$ cat src/rtl/rmii_tx.sv
// rtl/rmii_tx.sv - RMII transmit MAC: preamble/SFD, LSB-first dibits, FCS and inter-packet gap
// Define RMII_TX_FCS_EN to generate and append the FCS in hardware; otherwise the user supplies it.
module rmii_tx #(
  parameter int IPG_CYCLES = 48,
  parameter int PRE_BYTES  = 7
) (
  input  logic       clk,
  input  logic       resetn,
  input  logic       tx_vld,
  output logic       tx_rdy,
  input  logic [7:0] tx_data,
  input  logic       tx_last,
  output logic       tx_busy,
  output logic       tx_underrun,
  output logic [1:0] eth_txd,
  output logic       eth_tx_en
);
  typedef enum logic [2:0] {IDLE, PREAMBLE, DATA, FCS, IPG} state_t;

  localparam logic [15:0] SFD_LAST = 16'(4 * PRE_BYTES + 3);
  localparam logic [15:0] IPG_LAST = 16'(IPG_CYCLES - 1);

  state_t      state, state_nxt;
  logic [15:0] cnt, cnt_nxt;
  logic [1:0]  dsel;
  logic [7:0]  data_q;
  logic        last_q;
  logic [1:0]  txd_nxt;
  logic        en_nxt;
  logic [1:0]  data_dibit;
  logic        take;
  logic        underrun;

  assign data_dibit = 2'(data_q >> {dsel, 1'b0});
  assign take       = tx_rdy & tx_vld;
  assign underrun   = tx_rdy & ~tx_vld;

`ifdef RMII_TX_FCS_EN
  logic [31:0] crc;
  logic [31:0] fcs_inv;
  logic [1:0]  fcs_dibit;

  // Reflected CRC-32, two bits per step, bit 0 of the dibit first.
  function automatic logic [31:0] crc_dibit(input logic [31:0] c, input logic [1:0] d);
    logic [31:0] r;
    r = c;
    for (int i = 0; i < 2; i++) begin
      r = (r >> 1) ^ ((r[0] ^ d[i]) ? 32'hEDB88320 : 32'h0);
    end
    return r;
  endfunction

  assign fcs_inv   = ~crc;
  assign fcs_dibit = 2'(fcs_inv >> {cnt[3:0], 1'b0});
`endif

  // Outputs are registered from the state cycle, so the wire lags the state by one clk.
  always_comb begin
    state_nxt = state;
    cnt_nxt   = cnt;
    tx_rdy    = 1'b0;
    txd_nxt   = 2'b00;
    en_nxt    = 1'b0;
    case (state)
      IDLE: begin
        if (tx_vld) begin
          state_nxt = PREAMBLE;
          cnt_nxt   = '0;
        end
      end
      PREAMBLE: begin
        en_nxt  = 1'b1;
        txd_nxt = (cnt == SFD_LAST) ? 2'b11 : 2'b01;
        cnt_nxt = cnt + 16'd1;
        if (cnt == SFD_LAST) begin
          tx_rdy    = 1'b1;
          cnt_nxt   = '0;
          state_nxt = tx_vld ? DATA : IPG;
        end
      end
      DATA: begin
        en_nxt  = 1'b1;
        txd_nxt = data_dibit;
        if (dsel == 2'd3) begin
          if (last_q) begin
`ifdef RMII_TX_FCS_EN
            state_nxt = FCS;
`else
            state_nxt = IPG;
`endif
            cnt_nxt = '0;
          end else begin
            tx_rdy = 1'b1;
            if (!tx_vld) begin
              state_nxt = IPG;
              cnt_nxt   = '0;
            end
          end
        end
      end
`ifdef RMII_TX_FCS_EN
      FCS: begin
        en_nxt  = 1'b1;
        txd_nxt = fcs_dibit;
        cnt_nxt = cnt + 16'd1;
        if (cnt == 16'd15) begin
          state_nxt = IPG;
          cnt_nxt   = '0;
        end
      end
`endif
      IPG: begin
        cnt_nxt = cnt + 16'd1;
        if (cnt == IPG_LAST) begin
          state_nxt = IDLE;
          cnt_nxt   = '0;
        end
      end
      default: state_nxt = IDLE;
    endcase
  end

  always_ff @(posedge clk or negedge resetn) begin
    if (!resetn) begin
      state       <= IDLE;
      cnt         <= '0;
      dsel        <= 2'd0;
      data_q      <= 8'h00;
      last_q      <= 1'b0;
      eth_txd     <= 2'b00;
      eth_tx_en   <= 1'b0;
      tx_busy     <= 1'b0;
      tx_underrun <= 1'b0;
`ifdef RMII_TX_FCS_EN
      crc         <= 32'hFFFFFFFF;
`endif
    end else begin
      state       <= state_nxt;
      cnt         <= cnt_nxt;
      eth_txd     <= txd_nxt;
      eth_tx_en   <= en_nxt;
      tx_busy     <= (state != IDLE);
      tx_underrun <= underrun;
      dsel        <= (state == DATA && state_nxt == DATA) ? dsel + 2'd1 : 2'd0;
      if (take) begin
        data_q <= tx_data;
        last_q <= tx_last;
      end
`ifdef RMII_TX_FCS_EN
      if (state == DATA) begin
        crc <= crc_dibit(crc, data_dibit);
      end else if (state == IDLE || state == IPG) begin
        crc <= 32'hFFFFFFFF;
      end
`endif
    end
  end
endmodule
$ cat config.mk
export PLATFORM = sky130hd
export DESIGN_NAME = rmii_tx
export DESIGN_NICKNAME = d
export VERILOG_FILES = /design/src/rtl/rmii_tx.sv
export SDC_FILE = /design/constraint.sdc
export NUM_CORES = 1
export LEC_CHECK = 0
export CAP_MARGIN = 20
export CORE_MARGIN = 2
export CORE_UTILIZATION = 30
export DETAILED_ROUTE_END_ITERATION = 8
export GPL_ROUTABILITY_DRIVEN = 0
export SLEW_MARGIN = 5
export SYNTH_ARGS = -nofsm -noshare
export SYNTH_HDL_FRONTEND = slang
export SYNTH_SLANG_ARGS = --single-unit
$ cat constraint.sdc
create_clock -name clk -period 2.6 [get_ports clk]
set_input_delay 0.65 -clock clk [delete_from_list [all_inputs] [get_ports clk]]
set_output_delay 0.65 -clock clk [all_outputs]
set_load 0.005 [all_outputs]
==> results of run 1 <==
==> power groups by stage <==
stage / clock [uW] / combinational (uW) / sequential [uW]
3_5_place_dp: 0 / 714 / 831
4_1_cts: 424 / 712 / 822
5_1_grt: 442 / 790 / 847
3_3_place_gp: 0 / 702 / 828
6_report: 405 / 704 / 821
2_1_floorplan: 0 / 496 / 822
==> worst paths after layout <==
path	startpoint	endpoint	slack, ns	cells past startpoint
max	cnt[13]$_DFFE_PN0P_	tx_rdy	0.19	4
min	data_q[6]$_DFFE_PN0P_	data_q[6]$_DFFE_PN0P_	0.51	1
max reg2reg	cnt[0]$_DFFE_PN0P_	cnt[15]$_DFFE_PN0P_	0.41	7
min reg2reg	data_q[6]$_DFFE_PN0P_	data_q[6]$_DFFE_PN0P_	0.51	1
max in group asynchronous	resetn	cnt[13]$_DFFE_PN0P_	1.50	2
min in group asynchronous	resetn	data_q[4]$_DFFE_PN0P_	0.76	2
==> metal layers <==
layer / vias up / wire length (um)
met2: 19 / 1600
met3: 7 / 93
met1: 661 / 1770
li1: 661 / -
met4: 0 / 79
met5: - / 0
==> final cells by class <==
class | count | area share (%)
Sequential cell | 35 | 39.0
Clock buffer | 5 | 3.06
Clock inverter | 3 | 1.11
Timing Repair Buffer | 31 | 12.2
Tap cell | 75 | 4.17
Inverter | 3 | 0.501
Multi-Input combinational cell | 118 | 40.0
==> worst register-to-register path, cell delays in order, from the launching register on <==
cell and delay [ns]:
dfrtp_1 0.42, ha_1 0.20, and3_1 0.24, buf_4 0.17
nand4_1 0.13, a22o_1 0.45, nor2_2 0.38, nor2_1 0.09
==> kinds of logic (layout without fill, tap and decap cells) <==
logic type | Yosys count | after routing
simple gates | 66 | 66
flops | 35 | 35
compound gates | 30 | 30
xor+xnor | 7 | 7
fa+ha+maj | 2 | 2
buf+inv | 9 | 42
mux | 13 | 13
==> repair_timing <==
item,4_1_cts,5_1_grt
setup buffers,1,0
endpoints found under the setup margin,1,0
resized for setup,2,0
==> layout by cell type (no fill, tap or decap), types with 6 or more instances in the layout <==
master / n
nand2_1: 7
clkdlybuf4s50_1: 16
buf_4: 14
nor2_1: 12
mux2_2: 8
a21oi_1: 10
nor3_1: 7
xnor2_1: 7
dfrtp_1: 34
a31oi_1: 6
nand2b_1: 6
==> synth_stat cells, drive strengths merged (2+ instances only) <==
cell type | instances | area (um2)
dfrtp | 35 | 876
nor2 | 13 | 51.3
a21oi | 10 | 50.1
mux2 | 9 | 105
nand2 | 8 | 37.5
nor3 | 7 | 35.0
xnor2 | 7 | 61.3
a31oi | 6 | 37.5
nand2b | 6 | 37.5
buf | 5 | 31.3
nand3 | 5 | 25.0
nand4 | 5 | 46.3
and2 | 4 | 25.0
nor4 | 4 | 55.1
inv | 3 | 11.3
nor3b | 3 | 22.5
nor4b | 3 | 32.5
o31ai | 3 | 22.5
a21o | 2 | 15.0
a22o | 2 | 17.5
and3 | 2 | 12.5
and4 | 2 | 17.5
ha | 2 | 25.0
mux2i | 2 | 20.0
mux4 | 2 | 45.0
nor2b | 2 | 12.5
==> sequential cells by signal (all words and copies together), names as in the netlist <==
signal,cells
cnt,16
data_q,8
state,3
dsel,2
eth_txd,2
eth_tx_en,1
last_q,1
tx_busy,1
tx_underrun,1
==> metrics by stage <==
| stage | hold WS [ns] | std cells | total power [uW] | util, % |
|---|---|---|---|---|
| global placement | 0.489 | 261 | 1530 | 36.5 |
| detailed placement | 0.492 | 261 | 1540 | 36.5 |
| floorplan | 0.354 | 162 | 1320 | - |
| finish | 0.505 | 270 | 1930 | 38.2 |
| global route | 0.531 | 270 | 2080 | 38.2 |
| CTS | 0.511 | 270 | 1960 | 38.2 |
==> out/metrics.cfg, run 1 <==
[status]
outcome=finished clean

[clock_tree]
cts_made_buffers=5
clock-sinks=35
ctsHoldBuffers=0
cts.clk_slew.worst_paths_ns=0.08
cts-root-buf=clkbuf_8
cts_tree=built
h-tree-depth=2
clk_latency_ns=0.29
cts_max_path_buffers=2

[routing]
ant_nets=0
drt_iter0_drc=55
wirelength_um=3540
drt_pass1_iterations=4
vias=1348
routed_via_density=4.99
drc=0
wl_per_cell_um=13.1

[synthesis]
ys_types=43
synth_seq_area_share_pct=48.1
ys.flop_type=dfrtp_1
synth_edf_count=0
async_flop_share_pct=100
synth_nets=176
ys_seq_elements=35
netlist_area_mm2=0.00182
synth_compound_area_share_pct=12.0
synth-simple-area-share_pct=23.4
synth_warnings=0
yosys-mux-area-fraction_pct=9.34
avgSynthCellArea_um2=11.2
synth_cells=162
synth_xor_area_share_pct=3.37
synthAdderAreaFrac_pct=1.37
synth_top_family_by_area=simple AND/OR/NAND/NOR gates

[global_route]
grt-ovfl-total=0
grt_pass1_vias=1355
grt_max_degree=36
grt.met2_usage_pct=19.1
antenna_found_initial=0
grt_pass1_wl_um=6330
use_met3_pct=2.31
use_met1_pct=16.7
busiest_layer=met2
grt_usage_pct=12.5

[place]
post-place-ws_ns=0.0576
hpwl_um=2590
dpl_cell_area_mm2=0.00215
io_buffers=17

[finish]
drive_gt1_share_pct=22.6
fin_area_mm2=0.00225
areaGrowthSynthToFinish_pct=23.5
finalNetCount=208
regArea_um2=877
fillCellCount=601
multiInputGateArea_um2=900
num_antenna_cells=0

[die]
start_util_pct=31.0
dieArea_mm2=0.00671
num_io_pins=18
rows=28
die_width_um=81.9
core_mm2=0.00589
dieHeight_um=81.9

[timing]
fin_crit_ns=2.41
rsz0062_at_grt=false
final.setup.worst_slack_ns=0.191
worstMarginPinSlew_ns=0.604
clock_skew_ns=0.00537
tns_ns=0
period_share_pct=92.7
finalHoldViolCount=0
setup_viol=0
timing.slew.headroom_pct=59.7
fmax_mhz=415
finalMaxSlewViolations=0

[job]
drv_cap=0

[worst_setup_path]
required_ns=1.95
critPathMaxStageDelay_ns=0.46
crit_type=flip-flop to output pin
cp_top_family=simple AND/OR/NAND/NOR gates
worst_setup_path_end_kind=output pin
critPathSlowestCell=dfrtp_2
cp-start-kind=flip-flop
cp_cell_sequence=nor4_4, nand4_4, o22ai_4, dlygate4sd2_1
cp_max_fo=4
crit_arrival_ns=1.76
crit_buf_inv=1

[worst_hold_path]
hold_class=flip-flop to flip-flop

[power]
seqPwrFrac_pct=42.5
swShare_pct=34.4
combPwrFrac_pct=36.5
switching_power_uw=664
vdd_drop_max_mv=0.403
powerDensity_mw_per_mm2=858
p_int_uw=1270
power.leakage_uw=0.000991
pwr-share-clk_pct=21.0

Power figures use the tool's default switching activity.
==> inputs of run 2 (changes only) <==
CTS_BUF_LIST = sky130_fd_sc_hd__clkbuf_4   (was not set)
CTS_CLUSTER_SIZE = 40   (was not set)
==> run 2 against run 1 <==
Design area shrank 0.67%. Clock skew about the same. Flip-flop and latch count unchanged. Routed wire length up 0.71%. Combinational power rose by 1%. Register-to-register slack about the same. Sequential power barely moved. Clock power fell by 23%. Count of clock-buffer cells in the layout unchanged. Critical endpoint unchanged. Largest power group unchanged. Highest routed layer unchanged.
==> out/metrics.cfg, run 2 (synthesis gave the netlist of run 1 again) <==
[status]
outcome=finished clean

[worst_setup_path]
crit_arrival_ns=1.81
critPathSlowestCell=dfrtp_2
cp_max_fo=3
required_ns=1.95
crit_type=flip-flop to output pin
crit_buf_inv=1
reg2reg_slack_ns=0.40
worstReg2RegStart=cnt[0]$_DFFE_PN0P_
cp_num_cells=4
rr_endpoint=cnt[15]$_DFFE_PN0P_
critPathMaxStageDelay_ns=0.45
cp_top_family=simple AND/OR/NAND/NOR gates
startpoint=cnt[13]$_DFFE_PN0P_
worst_setup_path_end_kind=output pin
cp-start-kind=flip-flop
ff2ff_path_depth=7
cp_cell_sequence=nor4_4, nand4_4, o22ai_4, dlygate4sd2_1
endpoint=tx_rdy

[timing]
holdWs_ns=0.515
rsz0062_at_grt=false
finalMaxSlewViolations=0
worstMarginPinSlew_ns=0.610
finalHoldViolCount=0
tns_ns=0
setup_viol=0
period_share_pct=94.5
fin_crit_ns=2.46
clock_skew_ns=0.00538
fmax_mhz=407
timing.slew.headroom_pct=59.4

[finish]
fillCellCount=602
num_antenna_cells=0
layout_common_cells=dfrtp_1 (34), clkdlybuf4s50_1 (16), buf_4 (15)
largest_register_ffs=16
drive_gt1_share_pct=23.0
fin_util_pct=38.0
mostFrequentLayoutCell=dfrtp_1
fin_area_mm2=0.00223
regMostFlops=cnt
areaGrowthSynthToFinish_pct=22.7
finalNetCount=209
top_regs=cnt: 16 flops, data_q: 8 flops, state: 3 flops

[clock_tree]
cts-root-buf=clkbuf_4
clk_latency_ns=0.35
ctsHoldBuffers=0
clock-sinks=35
cts_tree=built
cts.clk_slew.worst_paths_ns=0.12
h-tree-depth=2
cts_made_buffers=5
cts_max_path_buffers=2

[die]
dieArea_mm2=0.00671
dieHeight_um=81.9
die_width_um=81.9
start_util_pct=31.0
num_io_pins=18
core_mm2=0.00589
rows=28

[routing]
vias=1360
wirelength_um=3560
drt_iter0_drc=56
routed_via_density=5.02
wl_per_cell_um=13.2
ant_nets=0
drt_pass1_iterations=4
drc=0

[power]
power.leakage_uw=0.000989
p_total_uw=1850
powerDensity_mw_per_mm2=827
vdd_drop_max_mv=0.421

[global_route]
grt-ovfl-total=0
antenna_found_initial=0
grt_pass1_wl_um=6370
grt_usage_pct=12.6
grt_max_degree=36
grt_pass1_vias=1358

[place]
hpwl_um=2590
dpl_cell_area_mm2=0.00215
io_buffers=17

[job]
drv_cap=0

[worst_hold_path]
hold_class=flip-flop to flip-flop

-- run 2: worst min-delay path by stage --
stage | start | cells after the start | slack (ns) | end
final | data_q[6]$_DFFE_PN0P_ | 1 | 0.52 | data_q[6]$_DFFE_PN0P_
after global routing | data_q[0]$_DFFE_PN0P_ | 1 | 0.54 | data_q[0]$_DFFE_PN0P_
after CTS | data_q[6]$_DFFE_PN0P_ | 1 | 0.52 | data_q[6]$_DFFE_PN0P_
after detailed placement | data_q[6]$_DFFE_PN0P_ | 1 | 0.49 | data_q[6]$_DFFE_PN0P_
after global placement | data_q[6]$_DFFE_PN0P_ | 1 | 0.49 | data_q[6]$_DFFE_PN0P_
after floorplan | resetn | 0 | 0.35 | cnt[0]$_DFFE_PN0P_
-- run 2: routing by layer --
metal	vias up	global-route usage, %	wire, um
met5	-	0	0
met1	665	16.9	1730
met3	7	2.64	133
met4	0	6.83	80
met2	27	18.9	1620
li1	661	-	-
-- run 2: cell type report --
| type | instances | area, um2 | share of cell area, % |
|---|---|---|---|
| inverters | 3 | 11.3 | 0.504 |
| clock buffers | 5 | 37.5 | 1.68 |
| clock inverters | 3 | 25.0 | 1.12 |
| flip-flops and latches | 35 | 877 | 39.2 |
| well taps | 75 | 93.8 | 4.20 |
| repair buffers | 32 | 282 | 12.6 |
| multi-input cells | 118 | 908 | 40.6 |
-- run 2: where the power goes --
part           switching, uW  total [uW]  internal, uW
combinational            336         712           375
sequential               117         822           705
clock                    205         313           108
total                    658        1850          1190
-- run 2: stage by stage --
stage | worst slack, ns | cells
final | 0.142 | 271
after global routing | 0.0122 | 271
after CTS | 0.108 | 271
after detailed placement | 0.0576 | 261
after global placement | 0.0683 | 261
after floorplan | 0.716 | 162
-- run 2: worst register-to-register path: cells and delay by family, from the launching register on --
kind | cells | cell delay (ns)
AO/OA/AOI/OAI | 1 | 0.45
adder cells (fa/ha/maj) | 1 | 0.20
buffers and inverters | 1 | 0.17
flip-flops | 1 | 0.42
AND/OR/NAND/NOR | 4 | 0.84
-- run 2: what timing repair did --
item | 4_1_cts | 5_1_grt
gates resized for setup | 3 | 0
setup endpoints to repair | 1 | 0
setup buffers | 2 | 0
==> RTL change 1 (flow settings as in run 1) <==
Encoding of `state_t`: now one-hot (5 bits for 5 states).
--- a/src/rtl/rmii_tx.sv
+++ b/src/rtl/rmii_tx.sv
@@ -16,5 +16,5 @@
   output logic       eth_tx_en
 );
-  typedef enum logic [2:0] {IDLE, PREAMBLE, DATA, FCS, IPG} state_t;
+  typedef enum logic [4:0] {IDLE = 5'b00001, PREAMBLE = 5'b00010, DATA = 5'b00100, FCS = 5'b01000, IPG = 5'b10000} state_t;
 
   localparam logic [15:0] SFD_LAST = 16'(4 * PRE_BYTES + 3);
Behaviour: no difference found for any inputs over 10 cycles, from zero or initial values and one cycle with resetn low; not proved beyond that.
==> RTL change 1 against run 1 <==
Fmax is 0.44% lower; area after synthesis is 6.3% higher; wire length is 16% higher; non-clock buffer count is 9 higher; final area is 10% higher; worst setup slack worse by 11 ps; sequential cell count is 2 higher; via count is 13% higher; highest routed layer unchanged.
Power is not compared: it rests on default switching activity, and its combinational part moved more than twofold at a synthesized area within 25%.
==> RTL change 1: results (changes against run 1) <==
CTS
  • Clock Latency Late Sink: 290 ps (about the same)
  • Maximum clock insertion buffer count: 2 (unchanged)
  • CTS Root Cell: clkbuf_8
  • TritonCTS Buffers: 5 (unchanged)
  • Clock-pin transition on the worst setup and hold timing paths: 80 ps (about the same)
  • Htree depth: 2 (unchanged)

Global route
  • Met3 Usage GRT: 2.852% (+0.54 points)
  • GR Layer Usage met1: 15.97% (-0.76 points)
  • Largest net degree at the start of global routing: 38 (+5.6%)
  • Vias in the first global route: 1517 (+12%)
  • Global router's overall resource usage: 12.46% (-0.030 points)
  • Initial antenna violation count: 0 (unchanged)
  • Global-route wire length before repair: 7093 um (+12%)
  • Global Route met2 Usage: 20.92% (+1.8 points)

Drt
  • Avg WL per Cell: 13.60 um (+3.8%)
  • Drt pass-1 iters: 4 (unchanged)
  • Initial DRC count: 59 (+7.3%)
  • Vias/cell: 5.033 (+0.81%)
  • Routed WL: 4122 um (+16%)

Logic synthesis
  • Post-synth net total: 196 (+11%)
  • Yosys warning count: 0 (unchanged)
  • Post-synth ARST share: 100.0% (unchanged)
  • Syn Area/Cell: 10.64 um2 (-5.4%)
  • Post-synth top cells: dfrtp_1, nand2_1, nor2_1
  • Sequential area share after synthesis: 47.87% (-0.21 points)
  • Dominant cells by area after synthesis: dfrtp_1, mux2_2, nand2_1
  • Library cells used by synthesis: 51 (+19%)

Placement
  • IO buf count: 17 (unchanged)
  • Final HPWL DP: 3135 um (+21%)
  • Placed Cells: 294 (+13%)
  • Pre-CTS WS: 66.87 ps (+9.296 ps)

Setup path
  • CP arrival: 1770 ps
  • CP max FO: 4 (unchanged)

Timing
  • Worst Skew: 8.883 ps (+3.514 ps)
  • Slew @ Worst Pin: 829.5 ps (+225.5 ps)

Outcome
  • Status: complete, no violations

Power and ir drop
  • Pleak: 1.111 nW
  • VDD IR max: 0.2639 mV
  • Switch Pwr: 0.2702 mW

Final layout
  • # fillers: 647 (+7.7%)
  • Ant diodes: 0 (unchanged)
  • Layout cells sized above 1: 23.89% (+1.3 points)
  • Nets: 239 (+15%)
  • Biggest regs: cnt: 16 flops, data_q: 8 flops, state: 5 flops

Run
  • Max-Cap Viols: 0 (unchanged)

Worst hold path
  • Worst Hold Class: in -> async
==> RTL change 1: kinds of logic (layout without fill, tap and decap cells) <==
group | count (synthesis) | in the layout | share of synthesized area (%)
XOR/XNOR | 7 | 7 | 3.165
adder cells (fa/ha/maj) | 2 | 2 | 1.292
flip-flops | 37 | 37 | 47.87
AO/OA/AOI/OAI | 38 | 38 | 13.24
other | 1 | 1 | 0.1936
AND/OR/NAND/NOR | 80 | 80 | 24.61
multiplexers | 11 | 11 | 7.558
buffers and inverters | 6 | 50 | 2.067
==> RTL change 1: cell type report <==
type,count,area [um2],area share [%]
Clock buffer,5,68.82,2.778
Clock inverter,3,46.29,1.869
Inverter,2,7.507,0.3030
Multi-Input combinational cell,139,994.7,40.15
Sequential cell,37,927.1,37.42
Tap cell,77,96.34,3.889
Timing Repair Buffer,40,336.6,13.59
==> RTL change 1: worst paths after layout <==
path	from	cells past startpoint	slack (ps)	end
max	cnt[0]	5	180	tx_rdy
max reg2reg	cnt[0]	8	560	cnt[14]
min reg2reg	data_q[7]	1	490	data_q[7]
min in group clk	data_q[7]	1	490	data_q[7]
min	resetn	1	450	dsel[1]
max in group asynchronous	resetn	1	1630	cnt[1]
==> RTL change 1: critical path: stages (launching register included) <==
cell,delay (ps)
dfrtp_1,390
ha_1,180
and3_1,200
nand4_1,170
o22ai_2,260
dlygate4sd2_1,270
==> RTL change 1: timing repair <==
action | in CTS | in global routing
hold buffers | 0 | 0
resized for setup | 5 | 0
setup buffers | 1 | 0
endpoints found under the setup margin | 1 | 0
==> RTL change 1: power groups by stage <==
stage                     sequential (mW)  combinational (mW)  clock, mW
final                               0.590              0.0857      0.506
after global placement              0.602              0.0864          0
after global routing                0.592              0.0968      0.547
after detailed placement            0.602              0.0873          0
after floorplan                     0.600              0.0434          0
after CTS                           0.591              0.0876      0.528
==> RTL change 1: per-stage QoR <==
stage	util [%]	instance area [um2]	power [mW]
detailed placement	36.92	2331	0.6893
floorplan	-	1937	0.6436
finish	39.24	2477	1.182
global placement	36.92	2331	0.6884
CTS	39.24	2477	1.206
global route	39.24	2477	1.235
==> RTL change 1: routing by layer <==
layer	vias to the layer above	part of all wire, %
met5	-	0
met2	34	50
li1	756	-
met4	0	1.1
met1	730	45
met3	5	4.1
==> RTL change 2 (config.mk and constraints of run 1) <==
Made on the original files. Build with the macro `RMII_TX_FCS_EN` defined.
--- a/src/rtl/rmii_tx.sv
+++ b/src/rtl/rmii_tx.sv
@@ -1,4 +1,6 @@
 // rtl/rmii_tx.sv - RMII transmit MAC: preamble/SFD, LSB-first dibits, FCS and inter-packet gap
 // Define RMII_TX_FCS_EN to generate and append the FCS in hardware; otherwise the user supplies it.
+`define RMII_TX_FCS_EN
+
 module rmii_tx #(
   parameter int IPG_CYCLES = 48,
Function: no difference found for any inputs over 10 cycles, from zero or initial values and one cycle with resetn low; that may be too few to reach the edited logic, so the function may still have changed.
==> RTL change 2 against run 1 <==
Cell count rose by 120%; wire length grew 140%; via count up 120%; sequential cell count is 32 higher; area after synthesis is 110% higher; register-to-register slack got worse by 100 ps; worst setup slack lost 91 ps; final area is 110% higher; power up 21%; critical path depth is 2 higher.
==> RTL change 2: results (changes against run 1) <==
Outcome
  • Status: complete, no violations

CTS
  • Clock sink count: 67 (+91%)
  • Clock-pin transition on the worst setup and hold timing paths: 50 ps (-30 ps)
  • CTS Root Cell: clkbuf_16
  • TritonCTS Buffers: 9 (+4)
  • Clock Latency Late Sink: 340 ps (+50 ps)
  • Htree depth: 3 (+1)

Drt
  • WL met3: 234 um (+150%)
  • Avg WL per Cell: 13.94 um (+6.4%)
  • Vias/cell: 4.858 (-2.7%)
  • Met1 WL: 3976 um (+130%)
  • Routed wl met2: 3996 um (+150%)
  • Routed WL: 8353 um (+140%)

Logic synthesis
  • Synth Area in Adders: 0.6605% (-0.71 points)
  • Synth Area in Compound Gates: 11.03% (-0.92 points)
  • Syn Inst Count: 386 (+140%)
  • Library cells used by synthesis: 58 (+35%)
  • Dominant cells by area after synthesis: dfrtp_1, dfstp_2, nor2_1
  • Post-synth top cells: nor2_1, nand2_1, dfrtp_1
  • Mux share of post-synthesis cell area: 9.346% (about the same)

Setup path
  • Slowest stage delay, CP: 410 ps (-50 ps)
  • FF-to-FF Start: cnt[12]
  • R2R Setup Slk: 310 ps (-100 ps)
  • Reg2reg end: cnt[14]

Timing
  • Slew @ Worst Pin: 666.8 ps (+62.80 ps)

Placement
  • Placed Cells: 580 (+120%)
  • Final HPWL DP: 5460 um (+110%)

Final layout
  • Layout cells sized above 1: 28.81% (+6.2 points)
  • Biggest regs: crc: 32 flops, cnt: 16 flops, data_q: 8 flops
  • # fillers: 1234 (+110%)

Global route
  • Vias in the first global route: 2908 (+110%)

Power and ir drop
  • VDD IR max: 0.3505 mV (-13%)

Worst hold path
  • Worst Hold Class: in -> async
==> RTL change 2: power groups by stage <==
stage	registers (mW)	clock network (mW)	logic [mW]
6_report	1.05	1.24	0.0437
2_1_floorplan	1.06	0	0.00157
3_5_place_dp	1.06	0	0.0456
4_1_cts	1.05	1.26	0.0460
5_1_grt	1.04	1.31	0.0503
3_3_place_gp	1.06	0	0.0453
==> RTL change 2: worst max-delay path by stage <==
stage / end / slack (ps) / cells past startpoint
finish: tx_rdy / 100 / 6
global route: tx_rdy / -20 / 6
CTS: tx_rdy / 60 / 6
floorplan: tx_rdy / 490 / 5
detailed placement: tx_rdy / -30 / 6
global placement: tx_rdy / 30 / 6
==> RTL change 2: layout make-up <==
cell class | count | share of cell area [%]
sequential | 67 | 36.99
tap | 172 | 4.637
inverter | 7 | 0.5662
clock inverter | 5 | 1.294
clock buffer | 11 | 5.231
multi-input combinational | 286 | 41.79
timing repair buffer | 51 | 9.490
==> RTL change 2: repair_timing <==
action	CTS	global route
buffers inserted	2	1
pin swaps	3	4
setup endpoints to repair	1	1
resized for setup	4	2
==> RTL change 2: cell families after synthesis <==
family / count (synthesis)
AND/OR/NAND/NOR: 174
AO/OA/AOI/OAI: 68
flip-flops: 67
buffers and inverters: 33
multiplexers: 22
XOR/XNOR: 20
adder cells (fa/ha/maj): 2
==> RTL change 2: routing by layer <==
layer / GRT usage, % / vias up
met5: 0 / -
met4: 5.397 / 0
met3: 2.750 / 13
met2: 21.24 / 45
met1: 18.39 / 1421
li1: - / 1431
==> RTL change 2: worst max-delay path: cells and delay by family (launching register included) <==
family,cells,cell delay (ps)
AO/OA/AOI/OAI,1,70
flip-flops,1,410
buffers and inverters,2,190
AND/OR/NAND/NOR,3,850
==> RTL change 2: per-stage QoR <==
step / hold WS (ps) / utilization, % / cell area, um2
after floorplan: 354.4 / - / 3789
after global placement: 471.2 / 34.45 / 4294
after detailed placement: 477.0 / 34.45 / 4294
after CTS: 359.7 / 37.20 / 4637
after global routing: 389.0 / 37.23 / 4641
final: 349.7 / 37.23 / 4641
